===== config.mk =====
export PLATFORM = sky130hd
export DESIGN_NAME = demux1_2_32bit_buf
export DESIGN_NICKNAME = d
export VERILOG_FILES = /design/src/rtl/demux1_2_32bit_buf.sv
export SDC_FILE = /design/constraint.sdc
export NUM_CORES = 1
export LEC_CHECK = 0
export BUFFER_PORTS_ARGS = -buffer_cell sky130_fd_sc_hd__clkbuf_2
export CORE_UTILIZATION = 40
export DETAILED_ROUTE_END_ITERATION = 12
export PLACE_DENSITY = 0.59
export SYNTH_ARGS = -nofsm -noshare
export SYNTH_HDL_FRONTEND = slang
export SYNTH_HIERARCHICAL = 1
export SYNTH_SLANG_ARGS = --single-unit

===== constraint.sdc =====
create_clock -name clk -period 2.17 [get_ports clk]
set_input_delay 0.3255 -clock clk [delete_from_list [all_inputs] [get_ports clk]]
set_output_delay 0.3255 -clock clk [all_outputs]
set_load 0.01 [all_outputs]

===== src/rtl/demux1_2_32bit_buf.sv =====
// rtl/demux1_2_32bit_buf.sv - 1:2 stream demux with an independent FIFO and delivered-word counter per channel
//
// Ports (demux1_2_32bit_buf):
//   clk, rst_n            rising-edge clock, asynchronous active-low reset
//   in_valid/in_ready     producer handshake; code selects the channel (0 -> A, 1 -> B), din is the word
//   a_valid/a_ready/a_data channel A head word and consumer handshake
//   b_valid/b_ready/b_data channel B head word and consumer handshake
//   a_cnt, b_cnt          words delivered (popped) per channel, wrapping at 2^CNT_W
//
// Ports (demux1_2_32bit_buf_fifo):
//   clk, rst_n            clock and asynchronous active-low reset
//   push, din             write strobe (already gated by !full) and write data
//   valid, ready, data    head word, consumer handshake, head data
//   full                  channel cannot take another word this cycle
//   cnt                   delivered-word counter

module demux1_2_32bit_buf_fifo #(
    parameter int WIDTH = 32,
    parameter int DEPTH = 2,
    parameter int CNT_W = 16
) (
    input  logic             clk,
    input  logic             rst_n,
    input  logic             push,
    input  logic [WIDTH-1:0] din,
    output logic             valid,
    input  logic             ready,
    output logic [WIDTH-1:0] data,
    output logic             full,
    output logic [CNT_W-1:0] cnt
);

    localparam int AW = $clog2(DEPTH);
    localparam logic [AW:0] FULL_CNT = (AW + 1)'(DEPTH);

    logic [WIDTH-1:0] mem [DEPTH];
    logic [AW-1:0]    rd_ptr;
    logic [AW-1:0]    wr_ptr;
    logic [AW:0]      count;
    logic             pop;

    // Head word comes straight from storage so there is never a din -> data path.
    assign valid = (count != '0);
    assign full  = (count == FULL_CNT);
    assign data  = mem[rd_ptr];
    assign pop   = valid & ready;

    always_ff @(posedge clk or negedge rst_n) begin
        if (!rst_n) begin
            for (int i = 0; i < DEPTH; i++) begin
                mem[i] <= '0;
            end
            rd_ptr <= '0;
            wr_ptr <= '0;
            count  <= '0;
            cnt    <= '0;
        end else begin
            if (push) begin
                mem[wr_ptr] <= din;
                wr_ptr      <= wr_ptr + 1'b1;
            end
            if (pop) begin
                rd_ptr <= rd_ptr + 1'b1;
                cnt    <= cnt + 1'b1;
            end
            // Simultaneous push and pop leave the occupancy unchanged.
            case ({push, pop})
                2'b10:   count <= count + 1'b1;
                2'b01:   count <= count - 1'b1;
                default: count <= count;
            endcase
        end
    end

endmodule

module demux1_2_32bit_buf #(
    parameter int WIDTH = 32,
    parameter int DEPTH = 2,
    parameter int CNT_W = 16
) (
    input  logic             clk,
    input  logic             rst_n,
    input  logic             in_valid,
    output logic             in_ready,
    input  logic             code,
    input  logic [WIDTH-1:0] din,
    output logic             a_valid,
    input  logic             a_ready,
    output logic [WIDTH-1:0] a_data,
    output logic             b_valid,
    input  logic             b_ready,
    output logic [WIDTH-1:0] b_data,
    output logic [CNT_W-1:0] a_cnt,
    output logic [CNT_W-1:0] b_cnt
);

    logic a_full;
    logic b_full;
    logic push_a;
    logic push_b;

    // Ready looks only at the selected channel's registered occupancy; a pop in
    // the same cycle does not open a slot, which keeps in_ready off the
    // consumer-ready paths.
    assign in_ready = code ? !b_full : !a_full;
    assign push_a   = in_valid & in_ready & !code;
    assign push_b   = in_valid & in_ready &  code;

    demux1_2_32bit_buf_fifo #(
        .WIDTH (WIDTH),
        .DEPTH (DEPTH),
        .CNT_W (CNT_W)
    ) u_chan_a (
        .clk   (clk),
        .rst_n (rst_n),
        .push  (push_a),
        .din   (din),
        .valid (a_valid),
        .ready (a_ready),
        .data  (a_data),
        .full  (a_full),
        .cnt   (a_cnt)
    );

    demux1_2_32bit_buf_fifo #(
        .WIDTH (WIDTH),
        .DEPTH (DEPTH),
        .CNT_W (CNT_W)
    ) u_chan_b (
        .clk   (clk),
        .rst_n (rst_n),
        .push  (push_b),
        .din   (din),
        .valid (b_valid),
        .ready (b_ready),
        .data  (b_data),
        .full  (b_full),
        .cnt   (b_cnt)
    );

endmodule


==> flow_summary.json, run 1 <==
{
  "grt_pass1_vias": 4664,
  "core_mm2": 0.0180,
  "cp-start-kind": "flop",
  "r2r_slack_ns": 0.22,
  "syn_avg_cell_area_um2": 14.8,
  "cp_cell_sequence": "buf_12 > mux2_2 > clkbuf_2",
  "cts_max_level": 4,
  "die_w_um": 137,
  "ys_seq_area_share_pct": 57.4,
  "ir_worst_vdd_v": 0.000662,
  "fin_crit_ns": 2.07,
  "grt_pass1_wl_um": 24200,
  "max-slew-margin-rel_pct": 65.3,
  "antenna_cells": 0,
  "slowest_delay_ns": 0.57,
  "drt_first_pass_iters": 4,
  "crit_path_max_fanout": 22,
  "fin_skew_ns": 0.00816,
  "synth_area_leaders": "dfrtp_1 (57%), mux2_2 (30%), xnor2_1 (3.3%)",
  "hold_violations": 0,
  "cts_hold_buf": 1,
  "cts_max_path_buffers": 2,
  "fp-row-count": 49,
  "fin_ws_ns": 0.0962,
  "drt_wl_total_um": 15100,
  "end_kind": "primary output",
  "synth_warnings": 6,
  "synth_cells": 495,
  "ys_types": 24,
  "r2r_end": "u_chan_a/mem[46]$_DFFE_PN0P_",
  "port_buffers": 136,
  "grt_antenna_before_repair": 0,
  "rsz0062_at_grt": "no",
  "synth_flop_cell": "dfrtp_1",
  "netlist_top_cells_count": "mux2_2 (192), dfrtp_1 (168), xnor2_1 (28)",
  "fin_nets": 686,
  "wl_per_cell_um": 17.0,
  "ios": 137,
  "setup_tns_ns": 0,
  "viasPerCell": 5.05,
  "initial_core_util_pct": 40.8,
  "drv_cap": 0,
  "yosysTopAreaCell": "dfrtp_1",
  "reg2regPathDepth": 6,
  "ant_nets": 0,
  "powerDensity_mw_per_mm2": 1550,
  "drc": 0,
  "drt_iter0_markers": 108,
  "cts_tree": "done",
  "cts_root_buffer": "clkbuf_16",
  "leakagePower_nw": 4.15,
  "grt_util_all_layers_pct": 17.2,
  "whs_path_depth": 2,
  "cts_resized": 0,
  "setup_viol": 0,
  "die_y_um": 137,
  "hold_class": "input port to flop",
  "drive_above_1_share_pct": 59.2,
  "synthMostInstantiatedCell": "mux2_2",
  "post_cts_buffers": 0,
  "outcome": "complete, no violations",
  "clk_transition_reported_paths_ns": 0.06,
  "routabilityCongestion": 0.763,
  "period_share_pct": 95.6,
  "netlist_area_mm2": 0.00732,
  "synth-seq-cells": 168,
  "synthToLayoutAreaGrowth_pct": 22.9,
  "worst-endpoint-arrival_ns": 1.75,
  "async_reset_ff_share_pct": 100,
  "critical_path_required_ns": 1.84,
  "hold_end": "u_chan_b/mem[8]$_DFFE_PN0P_",
  "drv_slew": 0,
  "worst_r2r_startpoint": "u_chan_a/count[0]$_DFFE_PN0P_",
  "slowest_stage": "dfrtp_2",
  "synth_nets": 537,
  "num_vias": 4471,
  "worstMarginPinSlew_ns": 0.521,
  "clkLatencyLatePin_ns": 0.43,
  "crit_type": "flop to primary output",
  "grt_overflow": 0,
  "pre_cts_ws_ns": 0.213,
  "dieArea_mm2": 0.0189,
  "hp-start": "din[8]",
  "cts_sinks": 168,
  "hpwl_um": 10300,
  "max_freq_mhz": 482,
  "synth_edf_count": 0,
  "synth_top_area_share_pct": 57.4,
  "numCtsBuffers": 17,
  "grt_start_max_net_pins": 61
}
cell type report:
class | instances | area (um^2)
fill | 1573 | 8960
sequential | 168 | 4210
multi-input combinational | 299 | 3000
timing repair buffer | 150 | 857
clock buffer | 17 | 425
tap | 229 | 287
clock inverter | 15 | 200
inverter | 8 | 30.0
logic make-up (layout without fill, tap and decap cells):
kind of cell / after synthesis / after routing / share of synthesized area [%]
flops: 168 / 168 / 57.4
fa+ha+maj: 4 / 4 / 0.683
compound gates: 2 / 2 / 0.444
mux: 193 / 193 / 29.7
xor+xnor: 40 / 40 / 4.78
buf+inv: 28 / 190 / 1.95
simple gates: 60 / 60 / 5.07
layout by cell type (no fill, tap or decap), types with 5 or more instances in the layout:
| master | netlist | layout |
|---|---|---|
| clkbuf_2 | 0 | 135 |
| buf_4 | 6 | 8 |
| nand2_1 | 12 | 10 |
| dfrtp_1 | 168 | 166 |
| nand3_1 | 12 | 12 |
| mux2_2 | 192 | 192 |
| xor2_1 | 12 | 12 |
| nand4_1 | 12 | 12 |
| clkbuf_16 | 0 | 17 |
| inv_1 | 8 | 8 |
| clkinvlp_4 | 0 | 7 |
| xnor2_1 | 28 | 28 |
| buf_12 | 0 | 5 |
report_power, final:
part / switching (W) / total, W / internal [W]
Sequential: 0.000860 / 0.00541 / 0.00455
Clock: 0.00124 / 0.00317 / 0.00193
Combinational: 0.00238 / 0.00535 / 0.00297
Total: 0.00448 / 0.0139 / 0.00944
layer usage:
| layer | global-route usage, % | wire length [um] | vias up |
|---|---|---|---|
| li1 | - | - | 2056 |
| met4 | 6.59 | 184 | 0 |
| met2 | 27.8 | 7510 | 93 |
| met3 | 5.48 | 889 | 15 |
| met5 | 0 | 0 | - |
| met1 | 21.4 | 6480 | 2307 |
state kept, by name, indices dropped and copies added, names as in the netlist:
| signal | flops |
|---|---|
| u_chan_a/mem | 64 |
| u_chan_b/mem | 64 |
| u_chan_a/cnt | 16 |
| u_chan_b/cnt | 16 |
| u_chan_a/count | 2 |
| u_chan_b/count | 2 |
| u_chan_a/rd_ptr | 1 |
| u_chan_a/wr_ptr | 1 |
| u_chan_b/rd_ptr | 1 |
| u_chan_b/wr_ptr | 1 |
critical path, delay by kind of cell (launching register included):
kind	cells	cell delay (ns)
mux	1	0.37
flops	1	0.57
buf+inv	2	0.37
worst max-delay path by stage:
stage | startpoint | end | cells past startpoint
finish | u_chan_a/rd_ptr$_DFFE_PN0P_ | a_data[23] | 3
global route | u_chan_a/rd_ptr$_DFFE_PN0P_ | a_data[20] | 3
CTS | u_chan_a/rd_ptr$_DFFE_PN0P_ | a_data[19] | 3
detailed placement | u_chan_a/count[0]$_DFFE_PN0P_ | u_chan_a/mem[50]$_DFFE_PN0P_ | 6
global placement | u_chan_a/count[0]$_DFFE_PN0P_ | u_chan_a/mem[59]$_DFFE_PN0P_ | 6
floorplan | u_chan_a/count[0]$_DFFE_PN0P_ | u_chan_a/mem[32]$_DFFE_PN0P_ | 6
through the flow:
stage | total power, W | std cells | utilization [%] | hold WS (ns) | cell area, um^2
2_1_floorplan | 0.00887 | 495 | - | 0.0299 | 7320
3_3_place_gp | 0.0107 | 853 | 46.6 | 0.308 | 8370
3_5_place_dp | 0.0109 | 853 | 46.6 | 0.321 | 8370
4_1_cts | 0.0142 | 886 | 50.1 | 0.156 | 9000
5_1_grt | 0.0149 | 886 | 50.1 | 0.164 | 9000
6_report | 0.0139 | 886 | 50.1 | 0.177 | 9000
No activity file was read; power rests on OpenSTA's default activity.
==> run 2, diff against run 1 <==
- ABC_AREA: not set -> 1
- CTS_CLUSTER_SIZE: not set -> 16
- PLACE_DENSITY: 0.59 -> 0.58
==> run 2 against run 1 <==
Critical path depth rose by 2; register-to-register slack improved by 0.19 ns; sequential share of layout area is 1.6 points lower; clock power barely moved; first-iteration DRC count rose to 3.2 times the previous value; worst hold slack worse by 0.026 ns; count of clock-buffer cells in the layout is 2 higher; flip-flop and latch count stayed put; cell count is 51% higher; synthesized area up 5.0%; synthesized cell count increased by 93%; critical endpoint is now b_data[31]; largest cell class unchanged.
==> flow_summary.json, run 2 <==
{
  "outcome": "complete, no violations",
  "post_cts_buffers": 0,
  "synth_edf_count": 0,
  "cp_common_cell": "nand2_1",
  "worst-endpoint-arrival_ns": 1.59,
  "hpwl_um": 12200,
  "ys_types": 26,
  "final_common_cell": "nand2_1",
  "end_kind": "primary output",
  "die_w_um": 141,
  "synthMostInstantiatedCell": "nand2_1",
  "core_mm2": 0.0188,
  "drv_cap": 0,
  "cp-start-kind": "flop",
  "synth_top_area_share_pct": 54.7,
  "initial_core_util_pct": 41.0,
  "grt_pass1_wl_um": 29800,
  "ant_nets": 0,
  "drt_wl_total_um": 17800,
  "cts_max_path_buffers": 2,
  "slowest_delay_ns": 0.35,
  "ios": 137,
  "syn_avg_cell_area_um2": 8.07,
  "crit_type": "flop to primary output",
  "dieArea_mm2": 0.0198,
  "synth_cells": 953,
  "ir_worst_vdd_v": 0.000610,
  "p_sw_share_pct": 38.2,
  "worstMarginPinSlew_ns": 0.624,
  "switchingPower_w": 0.00503,
  "synth_flop_cell": "dfrtp_1",
  "n_fill_cell": 1903,
  "placed_cell_area_mm2": 0.00869,
  "period_share_pct": 88.2,
  "drt_first_pass_iters": 5,
  "fin_area_mm2": 0.00932,
  "drive_above_1_share_pct": 19.5,
  "grt_antenna_before_repair": 1,
  "crit_family": "buffers and inverters",
  "sequentialPowerShare_pct": 39.3,
  "drc": 0,
  "fin_nets": 1129,
  "grt_overflow": 0,
  "wl_per_cell_um": 13.4,
  "yosysTopAreaCell": "dfrtp_1",
  "numCtsBuffers": 17,
  "cts_max_level": 4,
  "r2r_slack_ns": 0.41,
  "cts_tree": "done",
  "slowest_stage": "dfrtp_1",
  "powerDensity_mw_per_mm2": 1410,
  "routabilityCongestion": 0.796,
  "fin_crit_ns": 1.91,
  "setup_viol": 0,
  "max_freq_mhz": 523,
  "hold_class": "input port to flop",
  "pwr-share-clk_pct": 24.0,
  "leakagePower_nw": 5.15,
  "fin_skew_ns": 0.0135,
  "p_int_w": 0.00815,
  "synth_area_leaders": "dfrtp_1 (55%), nand2_1 (19%), o21ai_0 (6.9%)",
  "grt_pass1_vias": 5910,
  "netlist_area_mm2": 0.00769,
  "antenna_cells": 0,
  "clk_transition_reported_paths_ns": 0.07,
  "cts_sinks": 168,
  "cp_cell_sequence": "clkinv_1 > buf_4 > nand2_1 > nand2_1 > clkbuf_2",
  "drv_slew": 0,
  "drt_iter0_markers": 347,
  "critical_path_required_ns": 1.84,
  "synth-seq-cells": 168,
  "die_y_um": 141,
  "synth_warnings": 6,
  "async_reset_ff_share_pct": 100,
  "num_vias": 6171,
  "cts_resized": 0,
  "grt_util_all_layers_pct": 19.2,
  "synthToLayoutAreaGrowth_pct": 21.2,
  "fp-row-count": 50,
  "clkLatencyLatePin_ns": 0.43,
  "rsz0062_at_grt": "no",
  "netlist_top_cells_count": "nand2_1 (398), dfrtp_1 (168), o21ai_0 (106)",
  "critPathBufInv": 3,
  "crit_path_max_fanout": 17,
  "grt_start_max_net_pins": 65,
  "viasPerCell": 4.63,
  "power_frac_comb_pct": 36.7,
  "setup_tns_ns": 0,
  "synth_nets": 995,
  "cts_root_buffer": "clkbuf_16",
  "max-slew-margin-rel_pct": 58.4,
  "ys_seq_area_share_pct": 54.7,
  "largest_registers": "u_chan_a/mem: 64 flops, u_chan_b/mem: 64 flops",
  "port_buffers": 136,
  "hold_violations": 0,
  "layout_common_cells": "nand2_1 (396), dfrtp_1 (168), clkbuf_2 (135), o21ai_0 (106), inv_1 (101)"
}
[run 2: path summary, 6_finish.rpt]
kind                                                    start                            to  cells past startpoint
worst min register to register   u_chan_a/mem[26]$_DFFE_PN0P_  u_chan_a/mem[26]$_DFFE_PN0P_                      2
worst max register to register  u_chan_b/count[1]$_DFFE_PN0P_  u_chan_b/mem[47]$_DFFE_PN0P_                     10
worst min-delay path                                  din[27]  u_chan_a/mem[59]$_DFFE_PN0P_                      3
max in group asynchronous                               rst_n  u_chan_a/mem[17]$_DFFE_PN0P_                      3
worst max-delay path              u_chan_b/rd_ptr$_DFFE_PN0P_                    b_data[31]                      5
min in group asynchronous                               rst_n  u_chan_a/cnt[14]$_DFFE_PN0P_                      2
[run 2: through the flow]
stage                     setup WS, ns  total power (W)  hold slack, ns  instances  util, %
final                            0.256           0.0132           0.152       1334     49.7
after global routing             0.128           0.0143           0.146       1334     49.7
after CTS                        0.240           0.0134           0.134       1334     49.7
after detailed placement         0.424           0.0102           0.374       1301     46.3
after global placement           0.452           0.0101           0.368       1301     46.3
after floorplan                  0.596          0.00817          0.0299        953        -
[run 2: kinds of logic (layout without fill, tap and decap cells)]
family / after synthesis / count (layout) / share of synthesized area, %
XOR/XNOR: 22 / 22 / 2.51
AO/OA/AOI/OAI: 136 / 136 / 9.01
AND/OR/NAND/NOR: 477 / 477 / 25.8
adder cells (fa/ha/maj): 4 / 4 / 0.651
flip-flops: 168 / 168 / 54.7
buffers and inverters: 146 / 293 / 7.42
[run 2: worst register-to-register path, cell delays in order (launching register included)]
cell	delay [ns]
dfrtp_1	0.41
inv_1	0.10
nor2_1	0.05
inv_1	0.05
nand2_1	0.05
nor2_1	0.19
inv_2	0.07
or2_2	0.31
buf_12	0.20
nand2_1	0.11
o21ai_0	0.08
[run 2: power by group through the flow]
stage	clock, W	combinational, W	sequential [W]
final	0.00317	0.00483	0.00518
after global routing	0.00336	0.00556	0.00537
after CTS	0.00325	0.00496	0.00519
after detailed placement	0	0.00495	0.00522
after global placement	0	0.00485	0.00521
after floorplan	0	0.00306	0.00511
[run 2: timing repair]
item	in CTS	in global routing
hold buffers	1	0
setup endpoints to repair	0	0
endpoints found under the hold margin	58	0
[run 2: layer usage]
metal  up-vias  part of all wire [%]  global-route usage [%]
met5         -                     0                       0
met4         0                  0.72                    4.69
met3        13                   5.3                    5.43
met2       119                    46                    30.6
met1      2842                    47                    25.8
li1       3197                     -                       -
[run 2: area by class of cell]
cell class / instances / area (um^2) / area share [%]
repair buffers: 155 / 882 / 9.46
clock buffers: 19 / 453 / 4.86
flip-flops and latches: 168 / 4200 / 45.1
clock inverters: 13 / 169 / 1.81
well taps: 234 / 293 / 3.14
multi-input cells: 639 / 2920 / 31.3
inverters: 106 / 398 / 4.27
==> run 3, diff against run 2 <==
==> constraint.sdc (replaced) <==
create_clock -name clk -period 2.17 [get_ports clk]
set_input_delay 0.1085 -clock clk [delete_from_list [all_inputs] [get_ports clk]]
set_output_delay 0.1085 -clock clk [all_outputs]
set_load 0.01 [all_outputs]
==> run 3 against run 2 <==
Cell count rose by 2.2%; count of clock-buffer cells in the layout did not move; clock skew fell by 0.0070 ns; worst hold slack got worse by 0.12 ns; core utilization rose by 1.7 points.
==> flow_summary.json, run 3 (synthesis gave the netlist of run 2 again) <==
{
  "outcome": "complete, no violations",
  "grtUsageMet2_pct": 30.8,
  "drt_iter0_markers": 399,
  "busiest_layer": "met2",
  "use_met3_pct": 5.10,
  "cts_sinks": 168,
  "die_w_um": 141,
  "drt_wl_total_um": 18200,
  "grt_pass1_wl_um": 29800,
  "critical_path_required_ns": 2.46,
  "cp-start-kind": "flop",
  "die_y_um": 141,
  "drv_slew": 0,
  "end_kind": "flop",
  "port_buffers": 136,
  "dieArea_mm2": 0.0198,
  "hold_violations": 0,
  "register_area_mm2": 0.00420,
  "largest_registers": "u_chan_a/mem: 64 flops, u_chan_b/mem: 64 flops",
  "grt_pass1_vias": 6049,
  "crit_family": "simple AND/OR/NAND/NOR gates",
  "fin_skew_ns": 0.00650,
  "rsz0062_at_grt": "no",
  "ir_worst_vdd_v": 0.000679,
  "power.total_w": 0.0133,
  "viasPerCell": 4.60,
  "drive_above_1_share_pct": 18.6,
  "clkLatencyLatePin_ns": 0.42,
  "powerDensity_mw_per_mm2": 1380,
  "fin_ws_ns": 0.413,
  "initial_core_util_pct": 41.0,
  "cts_root_buffer": "clkbuf_16",
  "worstMarginPinSlew_ns": 0.608,
  "clk_transition_reported_paths_ns": 0.06,
  "multi_input_area_mm2": 0.00292,
  "ant_nets": 0,
  "max_freq_mhz": 569,
  "worst-endpoint-arrival_ns": 2.05,
  "final_common_cell": "nand2_1",
  "hpwl_um": 12200,
  "drv_cap": 0,
  "fin_nets": 1159,
  "fin_area_mm2": 0.00963,
  "pre_cts_ws_ns": 0.421,
  "ios": 137,
  "post_cts_buffers": 0,
  "max-slew-margin-rel_pct": 59.5,
  "slowest_stage": "dfrtp_1",
  "period_share_pct": 81.0,
  "crit_type": "flop to flop",
  "num_vias": 6268,
  "setup_viol": 0,
  "placed_cell_area_mm2": 0.00869,
  "wl_per_cell_um": 13.4,
  "slowest_delay_ns": 0.41,
  "layout_common_cells": "nand2_1 (396), dfrtp_1 (168), clkbuf_2 (135), o21ai_0 (106), inv_1 (101)",
  "grt_overflow": 0,
  "drt_first_pass_iters": 5,
  "routabilityCongestion": 0.815,
  "grt_start_max_net_pins": 65,
  "synthToLayoutAreaGrowth_pct": 25.2,
  "fin_crit_ns": 1.76,
  "leakagePower_nw": 5.30,
  "cp_cell_sequence": "inv_1 > nor2_1 > clkinv_1 > nand2_2 > nor2_2 > inv_2 > or2_2 > buf_12 > nand2_1 > o21ai_0",
  "antenna_cells": 0,
  "cts_max_level": 4,
  "numCtsBuffers": 17,
  "hold_class": "input port to flop",
  "drc": 0,
  "n_fill_cell": 1819,
  "cts_max_path_buffers": 2,
  "use_met1_pct": 25.7,
  "grt_antenna_before_repair": 0,
  "critPathBufInv": 4,
  "setup_tns_ns": 0,
  "core_mm2": 0.0188,
  "fp-row-count": 50,
  "cts_tree": "done",
  "grt_util_all_layers_pct": 19.1,
  "crit_path_max_fanout": 54
}
run 3: cell count changes in the layout (fill, tap and decap cells not counted), sizes merged:
cell,previous run,this run
dlygate4sd3,1,33
clkinvlp,4,1
clkinv,7,9
buf,19,17
bufinv,3,4
inv,105,104
run 3: repair_timing:
| item | 4_1_cts | 5_1_grt |
|---|---|---|
| endpoints found under the setup margin | 0 | 0 |
| gates resized for setup | 0 | 0 |
| endpoints found under the hold margin | 244 | 0 |
| hold buffers | 33 | 0 |
run 3: worst paths after layout:
| kind | end | cells past startpoint | slack, ns | from |
|---|---|---|---|---|
| max in group asynchronous | u_chan_a/mem[19]$_DFFE_PN0P_ | 3 | 1.34 | rst_n |
| hold / removal | u_chan_a/rd_ptr$_DFFE_PN0P_ | 3 | 0.03 | a_ready |
| hold reg to reg | u_chan_b/mem[0]$_DFFE_PN0P_ | 2 | 0.48 | u_chan_b/mem[0]$_DFFE_PN0P_ |
| min in group asynchronous | u_chan_a/cnt[15]$_DFFE_PN0P_ | 2 | 0.14 | rst_n |
| setup / recovery | u_chan_a/mem[61]$_DFFE_PN0P_ | 10 | 0.41 | u_chan_a/count[1]$_DFFE_PN0P_ |
| setup reg to reg | u_chan_a/mem[61]$_DFFE_PN0P_ | 10 | 0.41 | u_chan_a/count[1]$_DFFE_PN0P_ |
run 3: worst register-to-register path, stage by stage, from the launching register on:
cell	delay (ns)
dfrtp_1	0.41
inv_1	0.09
nor2_1	0.05
clkinv_1	0.06
nand2_2	0.05
nor2_2	0.13
inv_2	0.06
or2_2	0.38
buf_12	0.22
nand2_1	0.12
o21ai_0	0.07
run 3: final cells by class:
type,count,share of cell area [%]
multi-input cells,639,30.3
clock inverters,12,1.81
flip-flops and latches,168,43.6
inverters,106,4.13
well taps,234,3.04
clock buffers,19,4.60
repair buffers,185,12.5
run 3: where the power goes:
group | internal [W] | switching (W) | total [W] | leakage [nW]
logic | 0.00190 | 0.00301 | 0.00490 | 2.88
registers | 0.00442 | 0.000772 | 0.00519 | 2.11
clock network | 0.00195 | 0.00122 | 0.00317 | 0.303
total | 0.00827 | 0.00500 | 0.0133 | 5.30
run 3: metrics by stage:
stage / hold slack (ns) / util, % / instances
5_1_grt: 0.0383 / 51.3 / 1363
3_3_place_gp: 0.0401 / 46.3 / 1299
2_1_floorplan: -0.187 / - / 953
6_report: 0.0320 / 51.3 / 1363
3_5_place_dp: 0.0389 / 46.3 / 1299
4_1_cts: 0.0188 / 51.3 / 1363
run 3: layer usage:
layer	share of wire [%]	vias to the layer above
li1	-	3253
met1	48	2893
met2	47	108
met3	4.3	14
met4	0.76	0
met5	0	-
